--- src/rtl/cpu_prefetch.sv ---
// cpu_prefetch: moxie instruction fetch unit with a halfword prefetch queue, variable-length
// instruction assembly and branch redirect/flush.
module cpu_prefetch #(
  parameter logic [31:0] BOOT_ADDRESS = 32'h0000_1000,
  parameter int          DEPTH_LOG2   = 3
) (
  input  logic        clk_i,
  input  logic        rst_ni,
  output logic        imem_req_o,
  output logic [31:0] imem_addr_o,
  input  logic        imem_ack_i,
  input  logic [31:0] imem_data_i,
  input  logic        branch_i,
  input  logic [31:0] branch_target_i,
  input  logic        stall_i,
  output logic        valid_o,
  output logic [15:0] opcode_o,
  output logic [31:0] operand_o,
  output logic [31:0] pc_o
);
  localparam int DEPTH = 1 << DEPTH_LOG2;
  localparam int CW = DEPTH_LOG2 + 1;
  typedef enum logic [1:0] {IDLE, REQ, FLUSH} state_t;
  state_t state, state_nx;
  logic [15:0] q_mem [DEPTH];
  logic [DEPTH_LOG2-1:0] rd_ptr, wr_ptr;
  logic [CW-1:0] count, count_nx, push_n, pop_n;
  logic [31:0] fetch_addr, fetch_nx, req_addr, pc;
  logic [15:0] h0, h1, h2;
  logic drop_first, is_long, consume, ack_ok, space_after;
  assign h0 = q_mem[rd_ptr];
  assign h1 = q_mem[rd_ptr + DEPTH_LOG2'(1)];
  assign h2 = q_mem[rd_ptr + DEPTH_LOG2'(2)];
  assign is_long = !h0[15] && (h0[15:8] inside {8'h01, 8'h03, 8'h08, 8'h09, 8'h0C, 8'h0D, 8'h1A,
    8'h1B, 8'h1D, 8'h1F, 8'h20, 8'h22, 8'h24, 8'h36, 8'h37, 8'h38, 8'h39});
  assign valid_o = is_long ? (count >= CW'(3)) : (count != '0);
  assign opcode_o = valid_o ? h0 : '0;
  assign operand_o = (valid_o && is_long) ? {h1, h2} : '0;
  assign pc_o = pc;
  assign imem_addr_o = req_addr;
  // A branch overrides both the consume and any data arriving in the same cycle
  assign consume = valid_o && !stall_i && !branch_i;
  assign ack_ok = (state == REQ) && imem_ack_i && !branch_i;
  assign push_n = ack_ok ? (drop_first ? CW'(1) : CW'(2)) : '0;
  assign pop_n = consume ? (is_long ? CW'(3) : CW'(1)) : '0;
  assign count_nx = branch_i ? '0 : count + push_n - pop_n;
  assign space_after = count_nx <= CW'(DEPTH - 2);
  assign fetch_nx = branch_i ? {branch_target_i[31:2], 2'b00} : ack_ok ? fetch_addr + 32'd4 : fetch_addr;
  always_ff @(posedge clk_i or negedge rst_ni) begin
    if (!rst_ni) state <= IDLE;
    else state <= state_nx;
  end
  always_comb begin
    state_nx = state;
    case (state)
      IDLE:    state_nx = (!branch_i && count <= CW'(DEPTH - 2)) ? REQ : IDLE;
      REQ:     state_nx = branch_i ? (imem_ack_i ? IDLE : FLUSH) : !imem_ack_i ? REQ : space_after ? REQ : IDLE;
      FLUSH:   state_nx = imem_ack_i ? IDLE : FLUSH;
      default: state_nx = IDLE;
    endcase
  end
  always_comb imem_req_o = state != IDLE;
  always_ff @(posedge clk_i or negedge rst_ni) begin
    if (!rst_ni) begin
      req_addr <= BOOT_ADDRESS & ~32'd3;
      fetch_addr <= BOOT_ADDRESS & ~32'd3;
      pc <= BOOT_ADDRESS;
      drop_first <= BOOT_ADDRESS[1];
      rd_ptr <= '0;
      wr_ptr <= '0;
      count <= '0;
    end else begin
      // The request address only moves when a new request is launched, so it holds through FLUSH
      if (state_nx == REQ && (state == IDLE || imem_ack_i)) req_addr <= fetch_nx;
      fetch_addr <= fetch_nx;
      pc <= branch_i ? {branch_target_i[31:1], 1'b0} : consume ? pc + (is_long ? 32'd6 : 32'd2) : pc;
      drop_first <= branch_i ? branch_target_i[1] : ack_ok ? 1'b0 : drop_first;
      rd_ptr <= branch_i ? '0 : rd_ptr + pop_n[DEPTH_LOG2-1:0];
      wr_ptr <= branch_i ? '0 : wr_ptr + push_n[DEPTH_LOG2-1:0];
      count <= count_nx;
    end
  end
  always_ff @(posedge clk_i) begin
    if (ack_ok) begin
      if (drop_first) q_mem[wr_ptr] <= imem_data_i[15:0];
      else begin
        q_mem[wr_ptr] <= imem_data_i[31:16];
        q_mem[wr_ptr + DEPTH_LOG2'(1)] <= imem_data_i[15:0];
      end
    end
  end
endmodule

--- config.mk ---
export PLATFORM = sky130hd
export DESIGN_NAME = cpu_prefetch
export DESIGN_NICKNAME = d
export VERILOG_FILES = /design/src/rtl/cpu_prefetch.sv
export SDC_FILE = /design/constraint.sdc
export NUM_CORES = 1
export LEC_CHECK = 0
export ABC_AREA = 1
export BUFFER_PORTS_ARGS = -buffer_cell sky130_fd_sc_hd__buf_2
export CORE_MARGIN = 5
export CORE_UTILIZATION = 50
export DETAILED_ROUTE_END_ITERATION = 7
export GPL_TIMING_DRIVEN = 1
export PLACE_DENSITY = 0.66
export REMOVE_ABC_BUFFERS = 1
export SETUP_SLACK_MARGIN = 0.2
export SYNTH_ARGS = -nofsm -noshare
export SYNTH_HDL_FRONTEND = slang
export SYNTH_SLANG_ARGS = --single-unit
--- constraint.sdc ---
create_clock -name clk_i -period 13.4 [get_ports clk_i]
set_input_delay 4.02 -clock clk_i [delete_from_list [all_inputs] [get_ports clk_i]]
set_output_delay 4.02 -clock clk_i [all_outputs]
set_load 0.005 [all_outputs]
* Word-level counts from Yosys, hierarchy flattened
Memories as Yosys holds them, arrays and structs flattened.
Index checks and enable logic that the tools add are counted.
** Operators by class
- Order comparisons :: 3
- Mux-type cells :: 30
- Equality and inequality tests :: 20
- Add/sub/neg operators :: 9
- Reduce and logical (&&, ||, !) cells :: 18
- Bitwise gates (word level) :: 1
** Operators by type and width (number)
- 2-to-1 mux 32 bit :: 5
- equality test 8 x 6 -> 1 bit (second input constant) :: 7
- adder 32 x 3 -> 32 bit :: 1
- adder 32 x 3 -> 32 bit (second input constant) :: 1
- equality test 8 x 4 -> 1 bit (second input constant) :: 4
- equality test 8 x 5 -> 1 bit (second input constant) :: 4
- 2-to-1 mux 16 bit :: 2
- nonzero test 17 bit :: 1
- 2-to-1 mux 1 bit :: 12
- 2-to-1 mux 2 bit :: 6
- 2-to-1 mux 3 bit :: 3
- equality test 8 x 1 -> 1 bit (second input constant) :: 1
- equality test 8 x 2 -> 1 bit (second input constant) :: 1
- <= comparator 4 x 3 -> 1 bit (second input constant) :: 2
- logical AND 1 bit :: 8
- adder 3 x 1 -> 3 bit (second input constant) :: 2
- adder 3 x 2 -> 3 bit :: 2
- one-hot mux 2 bit (3 select lines) :: 1
- nonzero test 2 bit :: 3
- adder 4 x 2 -> 4 bit :: 1
- equality test 2 x 1 -> 1 bit (second input constant) :: 2
- greater-or-equal comparator 4 x 2 -> 1 bit (second input constant) :: 1
- 2-to-1 mux 4 bit :: 1
- nonzero test 4 bit :: 1
- 7 further kinds :: 9
** Storage, ports and cells
- Memories :: 1
- Input port bits :: 69
- Flip-flop bits (word level) :: 109
- Output and inout bits :: 114
- Bits in writable memories :: 128
- Logic and storage cells :: 90
** Memories
- q_mem :: words 8, bits a word 16, read ports 3, clocked after Yosys merged registers in 0, write ports 2, line 25 : logic [15:0] q_mem [DEPTH];

* Depth between registers and ports, before layout
An unclocked memory read counts as a cell.
- Depth in word-level cells :: 17
- Gate-level depth with buffers :: 36
- Gate-level depth less buffers :: 33

* Least setup slack after synthesis
No wires, ideal clock.
- Kind :: input-to-reg
- From :: input port branch_i
- To :: register req_addr[26], in the netlist imem_addr_o[26]
- Setup time :: 0.136 ns
- Path slack :: 6.071 ns
- Data required time :: 13.264 ns
- Buffers on the path :: 4
- Stages :: 17
- Arrival time :: 7.193 ns
- Cells stage by stage :: clkbuf_1 > inv_1 > buf_2 > buf_1 > nand3_1 > nor2_1 > inv_1 > fa_1 > fa_1 > inv_1 > nor4_1 > o21ai_0 > nand3b_1 > nand2_1 > nand2_1 > clkbuf_1 > o21ai_0
** Between the ends
- Longest elaborated chain between the ends :: 13
- Elaborated cells between the ends (all ways) :: 19
- Classes of those cells :: add/sub: 2; order compare: 1; eq/ne: 1; mux: 10; reduce/logical: 5
** RTL lines
- start, declared :: line 13 : input logic branch_i,
- zero test 1 bit :: line 42, 43, 56
- logical AND 1 bit :: line 43 : assign ack_ok = (state == REQ) && imem_ack_i && !branch_i;
- 2-to-1 mux 2 bit :: line 44 : assign push_n = ack_ok ? (drop_first ? CW'(1) : CW'(2)) : '0;
- adder 4 x 2 -> 4 bit :: line 46 : assign count_nx = branch_i ? '0 : count + push_n - pop_n;
- subtractor 4 x 2 -> 4 bit :: line 46
- 2-to-1 mux 4 bit :: line 46
- <= comparator 4 x 3 -> 1 bit :: line 47 : assign space_after = count_nx <= CW'(DEPTH - 2);
- 2-to-1 mux 1 bit (2 in a row) :: line 57 : REQ: state_nx = branch_i ? (imem_ack_i ? IDLE : FLUSH) : !imem_ack_i ? REQ : space_after ? REQ : IDLE;
- 2-to-1 mux 2 bit :: line 57
- one-hot mux 2 bit (3 select lines) (*) :: line 55 : case (state)
- net state_nx[0] :: line 24 : state_t state, state_nx;
- equality test 2 x 1 -> 1 bit (*) :: line 74 : if (state_nx == REQ && (state == IDLE || imem_ack_i)) req_addr <= fetch_nx;
- logical AND 1 bit (*) :: line 74
- end signal, assigned :: line 65 : req_addr <= BOOT_ADDRESS & ~32'd3;
- end signal, assigned :: line 74
- end, declared :: line 28 : logic [31:0] fetch_addr, fetch_nx, req_addr, pc;
The timed path passes the listed nets; every way through them passes the cells marked *.
A chain may end at the register's enable or synchronous reset.

* Worst setup path after layout
- From :: register rd_ptr[0]
- To :: output port opcode_o[7]
** Between the ends
- Longest elaborated chain between the ends :: 6
- Elaborated cells between the ends (all ways) :: 23
- Classes of those cells :: eq/ne: 17; mux: 2; reduce/logical: 3; memory: 1
** RTL lines
- start, declared :: line 26 : logic [DEPTH_LOG2-1:0] rd_ptr, wr_ptr;
- start signal, assigned :: line 78 : rd_ptr <= branch_i ? '0 : rd_ptr + pop_n[DEPTH_LOG2-1:0];
- memory read (8 x 16 bit) (*)
- equality test 8 x 1 -> 1 bit (tied with other cells) :: line 34 : assign is_long = !h0[15] && (h0[15:8] inside {8'h01, 8'h03, 8'h08, 8'h09, 8'h0C, 8'h0D, 8'h1A,
- nonzero test 17 bit :: line 34
- logical AND 1 bit :: line 34
- 2-to-1 mux 1 bit :: line 36 : assign valid_o = is_long ? (count >= CW'(3)) : (count != '0);
- 2-to-1 mux 16 bit (*) :: line 37 : assign opcode_o = valid_o ? h0 : '0;
- end, declared :: line 17 : output logic [15:0] opcode_o,
Mark *: on every way between the ends. The rest lies on a longest branch, timed or not.

==> impl_results.rst <==
.. list-table::
   :header-rows: 1

   * - Metric
     - Value
   * - Cells on worst reg2reg path
     - 25
   * - Data arrival time of the critical path
     - around 5400 ps
   * - Number of buffers inserted by port buffering
     - 180
   * - Count of fill cells added during filler insertion
     - ~2,700
   * - EDFF count, synth
     - between 100 and 150
   * - Global-route congestion overflow total
     - 0
   * - Clock Skew
     - about 9.8 ps
   * - Reg-to-reg slack, setup
     - 5710 ps
   * - Most area-consuming cells after synthesis
     - edfxtp_1, dfrtp_1, nand2_1
   * - Ys flop type
     - edfxtp_1
   * - Detailed Routing Iterations Pass 1
     - 6
   * - Wire length of the first global-routing pass
     - about 70,000 um
   * - Max_slew headroom
     - between 10% and 20%
   * - Number of setup violations in the final report
     - 0
   * - Per-instance average area after synthesis
     - 7.44 um^2
   * - Cell types with the highest counts after synthesis
     - nand2_1, o21ai_0, inv_1
   * - Status
     - finished clean
   * - Total routing usage reported by global routing
     - 26.4%
   * - Critical path buffer and inverter count
     - 4
   * - Placed Cells incl. Taps
     - about 2,400
   * - Routed WL
     - about 45,000 um
   * - Dominant combinational cell family by area after synthesis
     - simple AND/OR/NAND/NOR gates
   * - Adder and majority cell fraction of the synthesized area
     - approximately 1.7%
   * - Final critical-path share of the clock period
     - roughly 70%
   * - Post-CTS clock slew at the launch and capture registers of the worst setup and hold paths
     - roughly 60 ps
   * - Number of cell rows
     - slightly above 60
   * - Most instantiated library cell after synthesis
     - nand2_1
   * - I/O Pins
     - between 150 and 200
   * - Proportion of layout cells with a drive suffix above 1
     - approximately 14%
   * - Count of mapped cells out of synthesis
     - 1,962
   * - Synthesized area
     - between 10,000 and 15,000 um^2
   * - Detailed-route wire length per cell
     - approximately 18 um
   * - Half-perimeter wire length after detailed placement
     - between 20,000 and 30,000 um
   * - Capturing point of the worst reg2reg path
     - imem_addr_o[19]$_DFFE_PN0P_
   * - Top cell type's share of synthesized area
     - between 20% and 30%
   * - Xor and xnor area share after synthesis
     - between 1.5 and 2%
   * - Final count of hold timing violations
     - 0
   * - Launch instance of the worst register-to-register path
     - rd_ptr[0]$_DFF_PN0_
   * - TritonCTS clock tree
     - built
   * - Maximum number of buffers from clock root to sink
     - 3
   * - Clock sink count
     - approximately 240
   * - Final Max Tran Viols
     - 0
   * - Cell-by-cell trace of the critical path
     - inv_2, buf_4, o21ai_0, nand2_1, nand4_1, nor2_1, nand3_1, nor2_2, nand3_2, nand2_2, inv_2, nor2_1, buf_2
   * - Power density normalized to cell area
     - 164 nW/um^2
   * - TritonCTS Buffers
     - 27
   * - Area of the die
     - between 30,000 and 40,000 um^2
   * - Endpoint with the worst hold slack
     - imem_addr_o[25]$_DFFE_PN0P_
   * - Achievable Freq
     - around 110 MHz
   * - Critical path depth in cells
     - 13
   * - CP max FO
     - 57
   * - Violation count after the first detailed-routing iteration
     - ~1,200
   * - Level count of the clock H-tree
     - 1
   * - Largest net degree at the start of global routing
     - between 90 and 100
   * - Weighted congestion at the end of routability-driven global placement
     - 0.931
   * - Critical path's largest stage delay
     - ~750 ps
   * - Number of buffers inserted for hold repair after clock tree synthesis
     - 0
   * - Launch instance of the worst min-delay path
     - imem_addr_o[25]$_DFFE_PN0P_
   * - Post-CTS Setup Repair Bufs
     - 0
   * - Share of flip-flops with an asynchronous set or reset after synthesis
     - between 40 and 50%
   * - Post-cts repair resize count
     - 0
   * - Worst Setup End Kind
     - output port
   * - Hold/Removal Path Class
     - register to register
   * - Overall die height
     - around 180 um
   * - Die width
     - 181 um
   * - Final Net Count
     - 2,178
   * - Area share of and/or/nand/nor cells after synthesis
     - a little over a quarter
   * - Slew at the pin closest to its max-slew limit
     - about 1200 ps
   * - Sequential cell area fraction in the yosys report
     - 44.9%
   * - Distinct cells, synth
     - 47
   * - Unrepaired setup endpoints after global routing
     - false
   * - Clock Root Buffer
     - clkbuf_16
   * - Via total after detailed routing
     - roughly 14,000
   * - Maximum resistive drop on vdd
     - 0.131 mV
   * - Leakage
     - 7.82 nW
   * - Area fraction in compound gates after synthesis
     - between 15 and 20%
   * - Count of maximum capacitance violations
     - 0
   * - Total negative slack for setup checks
     - 0 ps
   * - Leading area contributor after synthesis
     - edfxtp_1
   * - Finished Layout Cells
     - 2,496
   * - Final critical path time including I/O delays and setup
     - approximately 9400 ps
   * - Clock latency at the later pin of the worst-skew pair
     - 530 ps
   * - Cell class contributing the biggest share of worst-path delay
     - simple AND/OR/NAND/NOR gates
   * - Post-route DRC violation count
     - 0
   * - Critical path class
     - register to output port
   * - Number of warnings printed during yosys synthesis
     - 0
   * - Diodes inserted
     - 0
   * - Core area
     - about 29,000 um^2
   * - Via density
     - 5.62
   * - Area overhead of the layout relative to synthesis
     - 14.5%
   * - Via count of the first global-routing pass
     - around 14,000
   * - Final Total Pwr
     - between 2 and 3 mW
   * - Multiplexer share of the synthesized area
     - under 10%
   * - Initial Utilization
     - 50.7%
   * - Critical Path Start Type
     - register
   * - Yosys reg bits
     - about 240
   * - Worst Path Required
     - 9380 ps
   * - Hold Path Cell Cnt
     - 2
   * - Remaining antenna violation count after routing
     - 0
   * - Number of antenna violations at the first check in global routing
     - 2
   * - Cell type of the slowest stage on the worst timing path
     - nand3_2
flip-flops by register name, summed over array words and instances, names as in the netlist:
register	cells
q_mem	128
count	4
imem_addr_o	32
drop_first	1
rd_ptr	3
wr_ptr	3
fetch_addr	32
pc_o	31
state	2
cells in the final DEF (no fill, tap or decap), drive strengths merged:
master and n:
nor4 4, o21bai 4, clkbuf 39, xnor2 9, inv 176, a41oi 4, clkinvlp 1, o41ai 7
xor2 16, ha 12, edfxtp 128, a211oi 6, or2 2, a31o 1, o31ai 5, conb 1
a221oi 3, a21oi 28, and2 3, nand4 22, buf 209, nand3 84, a21boi 5, nand2 672
a31oi 3, o2111ai 2, a32o 1, o21ai 288, dfrtp 105, dfstp 3, clkinv 4, nand3b 1
fa 5, o22ai 1, nor3 25, bufinv 2, o211ai 3, nor2 170, mux2i 28, o221ai 30
kinds of logic after synthesis:
group	count (synthesis)
adders and majority gates	17
and+or+nand+nor	983
muxes	28
other	1
AOI/OAI and AO/OA	391
xor gates and xnor gates	25
buffers and inverters	281
DFF	236
routing by layer:
layer	vias to the layer above	share of wire [%]	global-route usage [%]
li1	6760	-	-
met1	6563	40	32.8
met2	598	49	46.6
met3	97	8.2	4.46
met4	4	3.0	9.17
met5	-	0.058	0
per-stage QoR:
step           hold WS (ps)  utilization [%]  setup WS, ps  area [um^2]
3_5_place_dp            461             54.8          4680        15800
2_1_floorplan           438                -          3110        14100
5_1_grt                 493             58.1          3750        16700
4_1_cts                 477             58.1          4100        16700
6_report                475             58.1          4020        16700
3_3_place_gp            447             54.8          4740        15800
worst reg2reg max path, stage by stage (launching register included):
cell and delay (ps):
dfrtp_4 680, inv_2 580, buf_4 630, o21ai_0 280, nand2_1 120, nand4_1 220, nor2_1 270, nand3_1 130
nor2_2 210, nand3_2 750, nand2_2 400, nand3_1 140, nor2_1 210, inv_1 90, fa_1 530, fa_1 570
inv_1 50, nor4_1 200, o21ai_0 130, nand3b_1 100, nand2_1 80, nand2_1 60, buf_4 370, inv_1 480
nand2_1 190, nand2_1 80
worst max-delay path by stage:
stage / startpoint / to
floorplan: branch_i / imem_addr_o[19]$_DFFE_PN0P_
global placement: rd_ptr[0]$_DFF_PN0_ / opcode_o[12]
detailed placement: rd_ptr[0]$_DFF_PN0_ / opcode_o[12]
CTS: rd_ptr[0]$_DFF_PN0_ / opcode_o[12]
global route: rd_ptr[0]$_DFF_PN0_ / opcode_o[9]
finish: rd_ptr[0]$_DFF_PN0_ / opcode_o[7]
power breakdown:
group,switching (mW),total [mW],leakage [nW],internal (mW)
registers,0.122,1.01,2.51,0.887
logic,0.622,0.959,4.84,0.338
clock network,0.302,0.774,0.472,0.472
total,1.05,2.74,7.82,1.70
cell type report:
cell class                 instances  area [um^2]  share of cell area [%]
multi-input combinational       1445         6960                    41.7
tap                              384          480                    2.87
sequential                       236         6550                    39.2
inverter                         173          649                    3.89
timing repair buffer             209         1120                    6.71
clock inverter                    10          106                   0.636
clock buffer                      39          837                    5.01
Note: power is estimated with default switching activity, not from simulation.
